**src/rtl/player_control_if.sv**
```systemverilog
// Button/track-end inputs and transport status outputs of player_control.
// master drives buttons and observes status; slave is the controller itself.
interface player_control_if #(
  parameter int TRACKS = 4
);
  localparam int TRACK_W = $clog2(TRACKS);

  logic               btn_play;
  logic               btn_stop;
  logic               btn_next;
  logic               btn_prev;
  logic               track_end;
  logic               playing;
  logic [1:0]         state;
  logic [TRACK_W-1:0] track;
  logic               track_start;

  modport master (
    output btn_play, btn_stop, btn_next, btn_prev, track_end,
    input  playing, state, track, track_start
  );

  modport slave (
    input  btn_play, btn_stop, btn_next, btn_prev, track_end,
    output playing, state, track, track_start
  );
endinterface

```
**src/rtl/player_control.sv**
```systemverilog
// Media player transport controller: four debounced buttons plus track_end drive a
// STOPPED/PLAYING/PAUSED FSM. Optional macro PLAYER_REPEAT_ALL_EN wraps playback at the last track.
module player_control #(
  parameter int TRACKS          = 4,
  parameter int DEBOUNCE_CYCLES = 4
) (
  input  logic               clk,
  input  logic               reset,
  player_control_if.slave    bus
);
  localparam int TRACK_W = $clog2(TRACKS);
  localparam int CNT_W   = $clog2(DEBOUNCE_CYCLES + 1);
  localparam logic [CNT_W-1:0]   CNT_LAST   = CNT_W'(DEBOUNCE_CYCLES - 1);
  localparam logic [TRACK_W-1:0] TRACK_LAST = TRACK_W'(TRACKS - 1);
  localparam int BTN_STOP = 0;
  localparam int BTN_PLAY = 1;
  localparam int BTN_NEXT = 2;
  localparam int BTN_PREV = 3;

  typedef enum logic [1:0] {
    ST_STOPPED = 2'b00,
    ST_PLAYING = 2'b01,
    ST_PAUSED  = 2'b10
  } state_t;

  logic [3:0]         w_raw;
  logic [3:0]         r_level;
  logic [3:0]         r_press;
  logic [CNT_W-1:0]   r_cnt [4];

  state_t             r_state;
  logic               r_playing;
  logic [TRACK_W-1:0] r_track;
  logic               r_track_start;

  logic               w_stop, w_play, w_next, w_prev, w_tend;
  logic [TRACK_W-1:0] w_track_inc, w_track_dec;

  assign w_raw = {bus.btn_prev, bus.btn_next, bus.btn_play, bus.btn_stop};

  // r_level is the debounced level; r_cnt counts consecutive samples that disagree with it.
  always_ff @(posedge clk or negedge reset) begin
    if (!reset) begin
      r_level <= '0;
      r_press <= '0;
      for (int i = 0; i < 4; i++) r_cnt[i] <= '0;
    end else begin
      for (int i = 0; i < 4; i++) begin
        r_press[i] <= 1'b0;
        if (w_raw[i] == r_level[i]) begin
          r_cnt[i] <= '0;
        end else if (r_cnt[i] == CNT_LAST) begin
          r_cnt[i]   <= '0;
          r_level[i] <= w_raw[i];
          r_press[i] <= w_raw[i];
        end else begin
          r_cnt[i] <= r_cnt[i] + 1'b1;
        end
      end
    end
  end

  // Only the highest-priority event of a cycle survives, even if its effect is a no-op.
  assign w_stop = r_press[BTN_STOP];
  assign w_play = r_press[BTN_PLAY] & ~r_press[BTN_STOP];
  assign w_next = r_press[BTN_NEXT] & ~|r_press[BTN_PLAY:BTN_STOP];
  assign w_prev = r_press[BTN_PREV] & ~|r_press[BTN_NEXT:BTN_STOP];
  assign w_tend = bus.track_end & ~|r_press;

  assign w_track_inc = (r_track == TRACK_LAST) ? '0 : r_track + 1'b1;
  assign w_track_dec = (r_track == '0) ? TRACK_LAST : r_track - 1'b1;

  always_ff @(posedge clk or negedge reset) begin
    if (!reset) begin
      r_state       <= ST_STOPPED;
      r_playing     <= 1'b0;
      r_track       <= '0;
      r_track_start <= 1'b0;
    end else begin
      r_track_start <= 1'b0;
      case (r_state)
        ST_STOPPED: begin
          if (w_play) begin
            r_state       <= ST_PLAYING;
            r_playing     <= 1'b1;
            r_track_start <= 1'b1;
          end else if (w_next) begin
            r_track <= w_track_inc;
          end else if (w_prev) begin
            r_track <= w_track_dec;
          end
        end
        ST_PLAYING: begin
          if (w_stop) begin
            r_state   <= ST_STOPPED;
            r_playing <= 1'b0;
          end else if (w_play) begin
            r_state   <= ST_PAUSED;
            r_playing <= 1'b0;
          end else if (w_next) begin
            r_track       <= w_track_inc;
            r_track_start <= 1'b1;
          end else if (w_prev) begin
            r_track       <= w_track_dec;
            r_track_start <= 1'b1;
          end else if (w_tend) begin
            if (r_track != TRACK_LAST) begin
              r_track       <= r_track + 1'b1;
              r_track_start <= 1'b1;
            end else begin
`ifdef PLAYER_REPEAT_ALL_EN
              r_track       <= '0;
              r_track_start <= 1'b1;
`else
              r_state   <= ST_STOPPED;
              r_playing <= 1'b0;
              r_track   <= '0;
`endif
            end
          end
        end
        ST_PAUSED: begin
          if (w_stop) begin
            r_state <= ST_STOPPED;
          end else if (w_play) begin
            r_state   <= ST_PLAYING;
            r_playing <= 1'b1;
          end else if (w_next) begin
            r_track <= w_track_inc;
          end else if (w_prev) begin
            r_track <= w_track_dec;
          end
        end
        default: begin
          r_state   <= ST_STOPPED;
          r_playing <= 1'b0;
        end
      endcase
    end
  end

  assign bus.state       = r_state;
  assign bus.playing     = r_playing;
  assign bus.track       = r_track;
  assign bus.track_start = r_track_start;
endmodule

```
**src/flat_wrapper.sv**
```systemverilog
// flat-port wrapper written by rule: the top's interface ports become plain ports
module player_control_flat 
#(
  parameter int TRACKS          = 4,
  parameter int DEBOUNCE_CYCLES = 4
)
  (clk, reset, bus_btn_play, bus_btn_stop, bus_btn_next, bus_btn_prev, bus_track_end, bus_playing, bus_state, bus_track, bus_track_start);
  player_control_if #(.TRACKS(TRACKS)) bus_i ();
  input  logic clk;
  input  logic reset;
  input wire logic [$bits(bus_i.btn_play)-1:0] bus_btn_play;
  input wire logic [$bits(bus_i.btn_stop)-1:0] bus_btn_stop;
  input wire logic [$bits(bus_i.btn_next)-1:0] bus_btn_next;
  input wire logic [$bits(bus_i.btn_prev)-1:0] bus_btn_prev;
  input wire logic [$bits(bus_i.track_end)-1:0] bus_track_end;
  output wire logic [$bits(bus_i.playing)-1:0] bus_playing;
  output wire logic [$bits(bus_i.state)-1:0] bus_state;
  output wire logic [$bits(bus_i.track)-1:0] bus_track;
  output wire logic [$bits(bus_i.track_start)-1:0] bus_track_start;
  assign bus_i.btn_play = bus_btn_play;
  assign bus_i.btn_stop = bus_btn_stop;
  assign bus_i.btn_next = bus_btn_next;
  assign bus_i.btn_prev = bus_btn_prev;
  assign bus_i.track_end = bus_track_end;
  assign bus_playing = bus_i.playing;
  assign bus_state = bus_i.state;
  assign bus_track = bus_i.track;
  assign bus_track_start = bus_i.track_start;
  player_control #(.TRACKS(TRACKS), .DEBOUNCE_CYCLES(DEBOUNCE_CYCLES)) u_core (.clk(clk), .reset(reset), .bus(bus_i));
endmodule
```
**config.mk**
```make
export PLATFORM = sky130hd
export DESIGN_NAME = player_control_flat
export DESIGN_NICKNAME = d
export VERILOG_FILES = /design/src/rtl/player_control_if.sv /design/src/rtl/player_control.sv /design/src/flat_wrapper.sv
export SDC_FILE = /design/constraint.sdc
export NUM_CORES = 1
export LEC_CHECK = 0
export CAP_MARGIN = 20
export CORE_MARGIN = 1.5
export CORE_UTILIZATION = 25
export CTS_BUF_LIST = sky130_fd_sc_hd__clkbuf_8
export DETAILED_ROUTE_END_ITERATION = 8
export PLACE_DENSITY_LB_ADDON = 0.05
export SLEW_MARGIN = 20
export SYNTH_ARGS = -nofsm -noshare
export SYNTH_HDL_FRONTEND = slang
export SYNTH_SLANG_ARGS = --single-unit
```
**constraint.sdc**
```tcl
create_clock -name clk -period 1.3 [get_ports clk]
set_input_delay 0.325 -clock clk [delete_from_list [all_inputs] [get_ports clk]]
set_output_delay 0.325 -clock clk [all_outputs]
set_load 0.01 [all_outputs]
```
### After elaboration in Yosys (flattened, before gate mapping)

Index checks and enable logic that the tools add are counted.

| word-level totals | value |
|---|---|
| output and inout bits | 6 |
| word-level logic and storage cells | 119 |
| flip-flop bits (word level) | 26 |
| input port bits | 7 |

| operators by class | value |
|---|---|
| bitwise logic cells | 9 |
| add/subtract/negate cells | 6 |
| muxes and demuxes | 55 |
| reductions and logical operators | 16 |
| eq/ne operators | 20 |

Operators by type and width:

| kind | count |
|---|---|
| 2-bit 2-to-1 mux | 20 |
| 3-bit 2-to-1 mux | 8 |
| 1-bit 2-to-1 mux | 23 |
| 3-bit by 1-bit adder with 3-bit output (second input constant) | 4 |
| 3-bit by 2-bit equality test with 1-bit output (second input constant) | 4 |
| 4-bit by 2-bit != test with 1-bit output (second input constant) | 3 |
| 2-bit case mux with 3 select lines | 2 |
| 5-bit AND reduction | 2 |
| 2-bit != test (second input constant) | 4 |
| 4-bit by 1-bit != test with 1-bit output (second input constant) | 2 |
| 2-bit AND reduction | 4 |
| 1-bit inverter | 5 |
| 1-bit AND | 4 |
| 1-bit equality test | 4 |
| 2-bit equality test (second input constant) | 2 |
| 2-bit zero test | 2 |
| 4-bit AND reduction | 1 |
| 4-bit OR reduction | 1 |
| 1-bit zero test | 3 |
| 1-bit case mux with 3 select lines | 1 |
| 3-bit nonzero test | 1 |
| 3-bit OR reduction | 1 |
| 2-bit by 1-bit adder with 2-bit output (second input constant) | 1 |
| 2-bit by 1-bit equality test with 1-bit output (second input constant) | 1 |
| other kinds (3) | 3 |

### Longest topological paths before layout

| depth | value |
|---|---|
| depth after elaboration | 9 |
| mapped depth | 5 |
| gate-level depth less buffers | 5 |

### Least setup slack after synthesis

Ideal clock, no wire load.

| timing | value |
|---|---|
| kind | register to register |
| start | reg u_core.r_state[1], in the netlist u_core.bus.state[1] |
| end | reg u_core.r_track[0], in the netlist u_core.bus.track[0] |
| slack | -0.069 ns |
| period minus slack after synthesis | 1.369 ns |
| path buffers | 0 |
| arrival time | 1.245 ns |
| stages on the path, launching flop included | 5 |
| data required time | 1.176 ns |
| library setup time | 0.124 ns |
| cells stage by stage | dfrtp_1 -> and3b_1 -> o311ai_4 -> a211oi_1 -> a211o_1 |

| on the way | value |
|---|---|
| word-level cells in the longest chain between the ends | 3 |
| elaborated cells between the ends (all ways) | 10 |
| classes of those cells | eq/ne (6); mux (1); reduce/logical (3) |

Ends and longest elaborated chain:

| item | RTL line | text |
|---|---|---|
| start, declared | player_control.sv:31 | `state_t r_state;` |
| start signal, assigned | player_control.sv:75 | `r_state <= ST_STOPPED;` |
| start signal, assigned | player_control.sv:84 | `r_state <= ST_PLAYING;` |
| start signal, assigned | player_control.sv:95 | `r_state <= ST_STOPPED;` |
| 2-bit by 1-bit equality test with 1-bit output (tied with other cells) | player_control.sv:81 | `case (r_state)` |
| 4-bit by 1-bit != test with 1-bit output (no source line) (tied with other cells) | - |  |
| 5-bit AND reduction (no source line) | - |  |
| end signal, assigned | player_control.sv:88 | `r_track <= w_track_inc;` |
| end signal, assigned | player_control.sv:90 | `r_track <= w_track_dec;` |
| end signal, assigned | player_control.sv:101 | `r_track <= w_track_inc;` |
| end, declared | player_control.sv:33 | `logic [TRACK_W-1:0] r_track;` |

Parallel ways exist; a longest one is shown, timed or not.
A chain may end at the register's enable or synchronous reset.

### Worst setup path in the final report

| timing | value |
|---|---|
| start | reg u_core.r_state[0], in the netlist u_core.bus.state[0] |
| end | reg u_core.r_track[0], in the netlist u_core.bus.track[0] |

Same word-level chain as after synthesis.

==> flow_summary_export.csv <==
group,metric,value,unit
finish,syn_to_final_growth,35.8,%
routing,drt_wl_total,2.08,mm
logic_synthesis,synth_simple_gate_area_frac,0.186,
worst_hold_path,min_path_type,"in -> async",
die,die_area,0.00499,mm^2
placement,dp_hpwl,1.46,mm
clocking,htreeDepth,1,
setup_path,critPathKind,"reg -> reg",
die,core,0.00438,mm^2
sta,setup_viol,2,
setup_path,cp.required,1460,ps
setup_path,cp_cell_sequence,"buf_6 > and3b_2 > o311ai_4 > a211oi_1 > a211o_1",
die,start_util,0.261,
sta,slew_headroom,0.814,
global_route,grt_overflow,0,
logic_synthesis,syn_nets,106,
finish,nets,141,
sta,timing.final.crit_period,1400,ps
pwr,max-vdd-ir-drop,0.677,mV
clocking,cts_tree,"done",
logic_synthesis,syn_avg_cell_area,12.3,um^2
pwr,powerDensity,1850,mW/mm^2
sta,fin_ws,-101,ps
global_route,antenna_found_initial,0,
sta,worst_pin_slew,277,ps
sta,slew_violations,0,
global_route,grt_pass1_wl,3.65,mm
sta,rsz0062_at_grt,"true",
logic_synthesis,synthMuxAreaShare,0.0394,
routing,wl_per_cell,11.6,um
routing,ant_nets,0,
logic_synthesis,synth_area,0.00114,mm^2
clocking,cts_buffers,3,
clocking,clkTransAtPathRegs,90,ps
run,cap_violations,0,
die,die_h,70.6,um
placement,finalWeightedCongestion,0.657,
sta,hold_viol_final,0,
sta,finalSetupTns,-130,ps
die,ios,13,
routing,via_count,788,
routing,firstDrtPassIters,4,
logic_synthesis,synth_fa_ha_area_frac,0.0656,
setup_path,critPathSlowestCell,"dfrtp_1",
logic_synthesis,synth_compound_area_frac,0.0853,
clocking,clock_latency,270,ps
finish,nFillCells,454,
global_route,grt_start_max_net_pins,27,
setup_path,critPathArrivalTime,1560,ps
setup_path,cp-start-kind,"register",
logic_synthesis,ys_ff_latch,26,
global_route,grt_pass1_vias,817,
placement,port_buffers,12,
finish,num_antenna_cells,0,
setup_path,crit_path_max_fanout,3,
setup_path,cp-end-kind,"register",
pwr,total_leakage_power,0.736,nW
run_status,status,"finished, violations left",
run_status,violations,"setup timing",
setup_path,critPathMaxStageDelay,400,ps
logic_synthesis,synth.distinct_cells,24,
logic_synthesis,syn_inst,93,
routing,viasPerCell,4.40,
logic_synthesis,synth_top_family_by_area,"simple AND/OR/NAND/NOR gates",
die,die-width,70.6,um
die,fp-row-count,24,
sta,fin_worst_skew,1.36,ps
clocking,clk_path_buf_depth,2,
clocking,clockRootBuffer,"clkbuf_8",
logic_synthesis,ys_seq_area_frac,0.569,
global_route,globalRouteTotalUtil,0.0942,
finish,final_common_cell,"dfrtp_1",
finish,final_cell_mix,"dfrtp_1 (25), buf_4 (16), nor3b_1 (9), nor2_1 (6)",
logic_synthesis,synth_xor_area_frac,0.0383,
routing,post-route-drc-count,0,
sta,fmax,0.714,GHz
finish,drive_above_1_share,0.268,
sta,hold_slack,406,ps
sta,period_share,1.08,
routing,drt_iter0_markers,38,
logic_synthesis,ys_warn_count,0,
clocking,numClockSinks,26,
clocking,ctsHoldBuffers,0,
[layer usage]
metal	share of wire	track usage	wire (um)	up-vias
met5	0	0	0	-
met1	0.47	0.115	977	379
met2	0.47	0.152	972	16
met3	0.053	0.0385	109	2
met4	0.0082	0.0314	17	0
li1	-	-	-	391
[critical path, delay by kind of cell (launching register included)]
kind / cells / cell delay (ps)
flip-flops: 1 / 400
buffers and inverters: 1 / 120
AND/OR/NAND/NOR: 1 / 200
AO/OA/AOI/OAI: 3 / 570
[cell usage after synthesis]
library cell | instances | area [um^2]
a211o_1 | 1 | 8.76
a211oi_1 | 1 | 7.51
a21oi_1 | 3 | 15.0
a31oi_1 | 2 | 12.5
and3b_1 | 5 | 43.8
dfrtp_1 | 26 | 651
ha_1 | 6 | 75.1
inv_1 | 5 | 18.8
mux2_1 | 1 | 11.3
mux2_2 | 3 | 33.8
nand2_1 | 3 | 11.3
nand2b_1 | 1 | 6.26
nand3_1 | 1 | 5.00
nor2_1 | 6 | 22.5
nor2b_1 | 4 | 25.0
nor3_1 | 5 | 25.0
nor3b_1 | 9 | 67.6
o21ai_0 | 1 | 5.00
o21ai_1 | 1 | 5.00
o2bb2ai_1 | 2 | 17.5
o311ai_4 | 1 | 26.3
or2_1 | 1 | 6.26
xnor2_1 | 4 | 35.0
xor2_1 | 1 | 8.76
[layout make-up]
| class | instances | area (um^2) | share of cell area |
|---|---|---|---|
| Sequential cell | 26 | 652 | 0.420 |
| Multi-Input combinational cell | 62 | 487 | 0.313 |
| Tap cell | 52 | 65.1 | 0.0419 |
| Inverter | 5 | 18.8 | 0.0121 |
| Timing Repair Buffer | 30 | 259 | 0.167 |
| Clock buffer | 3 | 41.3 | 0.0266 |
| Clock inverter | 1 | 30.0 | 0.0193 |
[sequential cells by signal, indices dropped and copies added (netlist names)]
| register | cells |
|---|---|
| u_core.bus.playing | 1 |
| u_core.bus.state | 2 |
| u_core.bus.track | 2 |
| u_core.bus.track_start | 1 |
| u_core.r_cnt | 12 |
| u_core.r_level | 4 |
| u_core.r_press | 4 |
[stage by stage]
stage / instances / setup WS (ps) / instance area (um^2) / utilization / power [mW]
detailed placement: 167 / -425 / 1420 / 0.323 / 2.13
global placement: 167 / -393 / 1420 / 0.323 / 2.11
finish: 179 / -101 / 1550 / 0.354 / 2.87
floorplan: 93 / -38.0 / 1140 / - / 1.76
CTS: 176 / -95.0 / 1530 / 0.348 / 2.86
global route: 179 / -164 / 1550 / 0.354 / 3.09
[power by group]
part / switching, mW / internal (mW) / total (mW)
clock network: 0.258 / 0.412 / 0.670
logic: 0.451 / 0.584 / 1.04
registers: 0.133 / 1.03 / 1.16
total: 0.842 / 2.03 / 2.87
[cells by family after synthesis]
| kind of cell | count (synthesis) |
|---|---|
| muxes | 4 |
| adders and majority gates | 6 |
| AOI/OAI and AO/OA | 12 |
| and+or+nand+nor | 35 |
| buffers and inverters | 5 |
| xor gates and xnor gates | 5 |
| DFF | 26 |
[what timing repair did]
action	in CTS	in global routing
endpoints found under the setup margin	8	10
pin swaps	1	1
buffers inserted	5	3
gates resized for setup	14	8
[final timing paths]
path	from	to	slack (ps)	depth (start not counted)
min	reset	u_core.bus.track[1]	410	2
max reg2reg	u_core.bus.state[0]	u_core.bus.track[0]	-100	5
max	u_core.bus.state[0]	u_core.bus.track[0]	-100	5
max in group asynchronous	reset	u_core.bus.state[1]	730	2
min in group clk	u_core.r_cnt[3]	u_core.r_cnt[3]	440	1
min reg2reg	u_core.r_cnt[3]	u_core.r_cnt[3]	440	1
(Power assumes the default switching activity.)
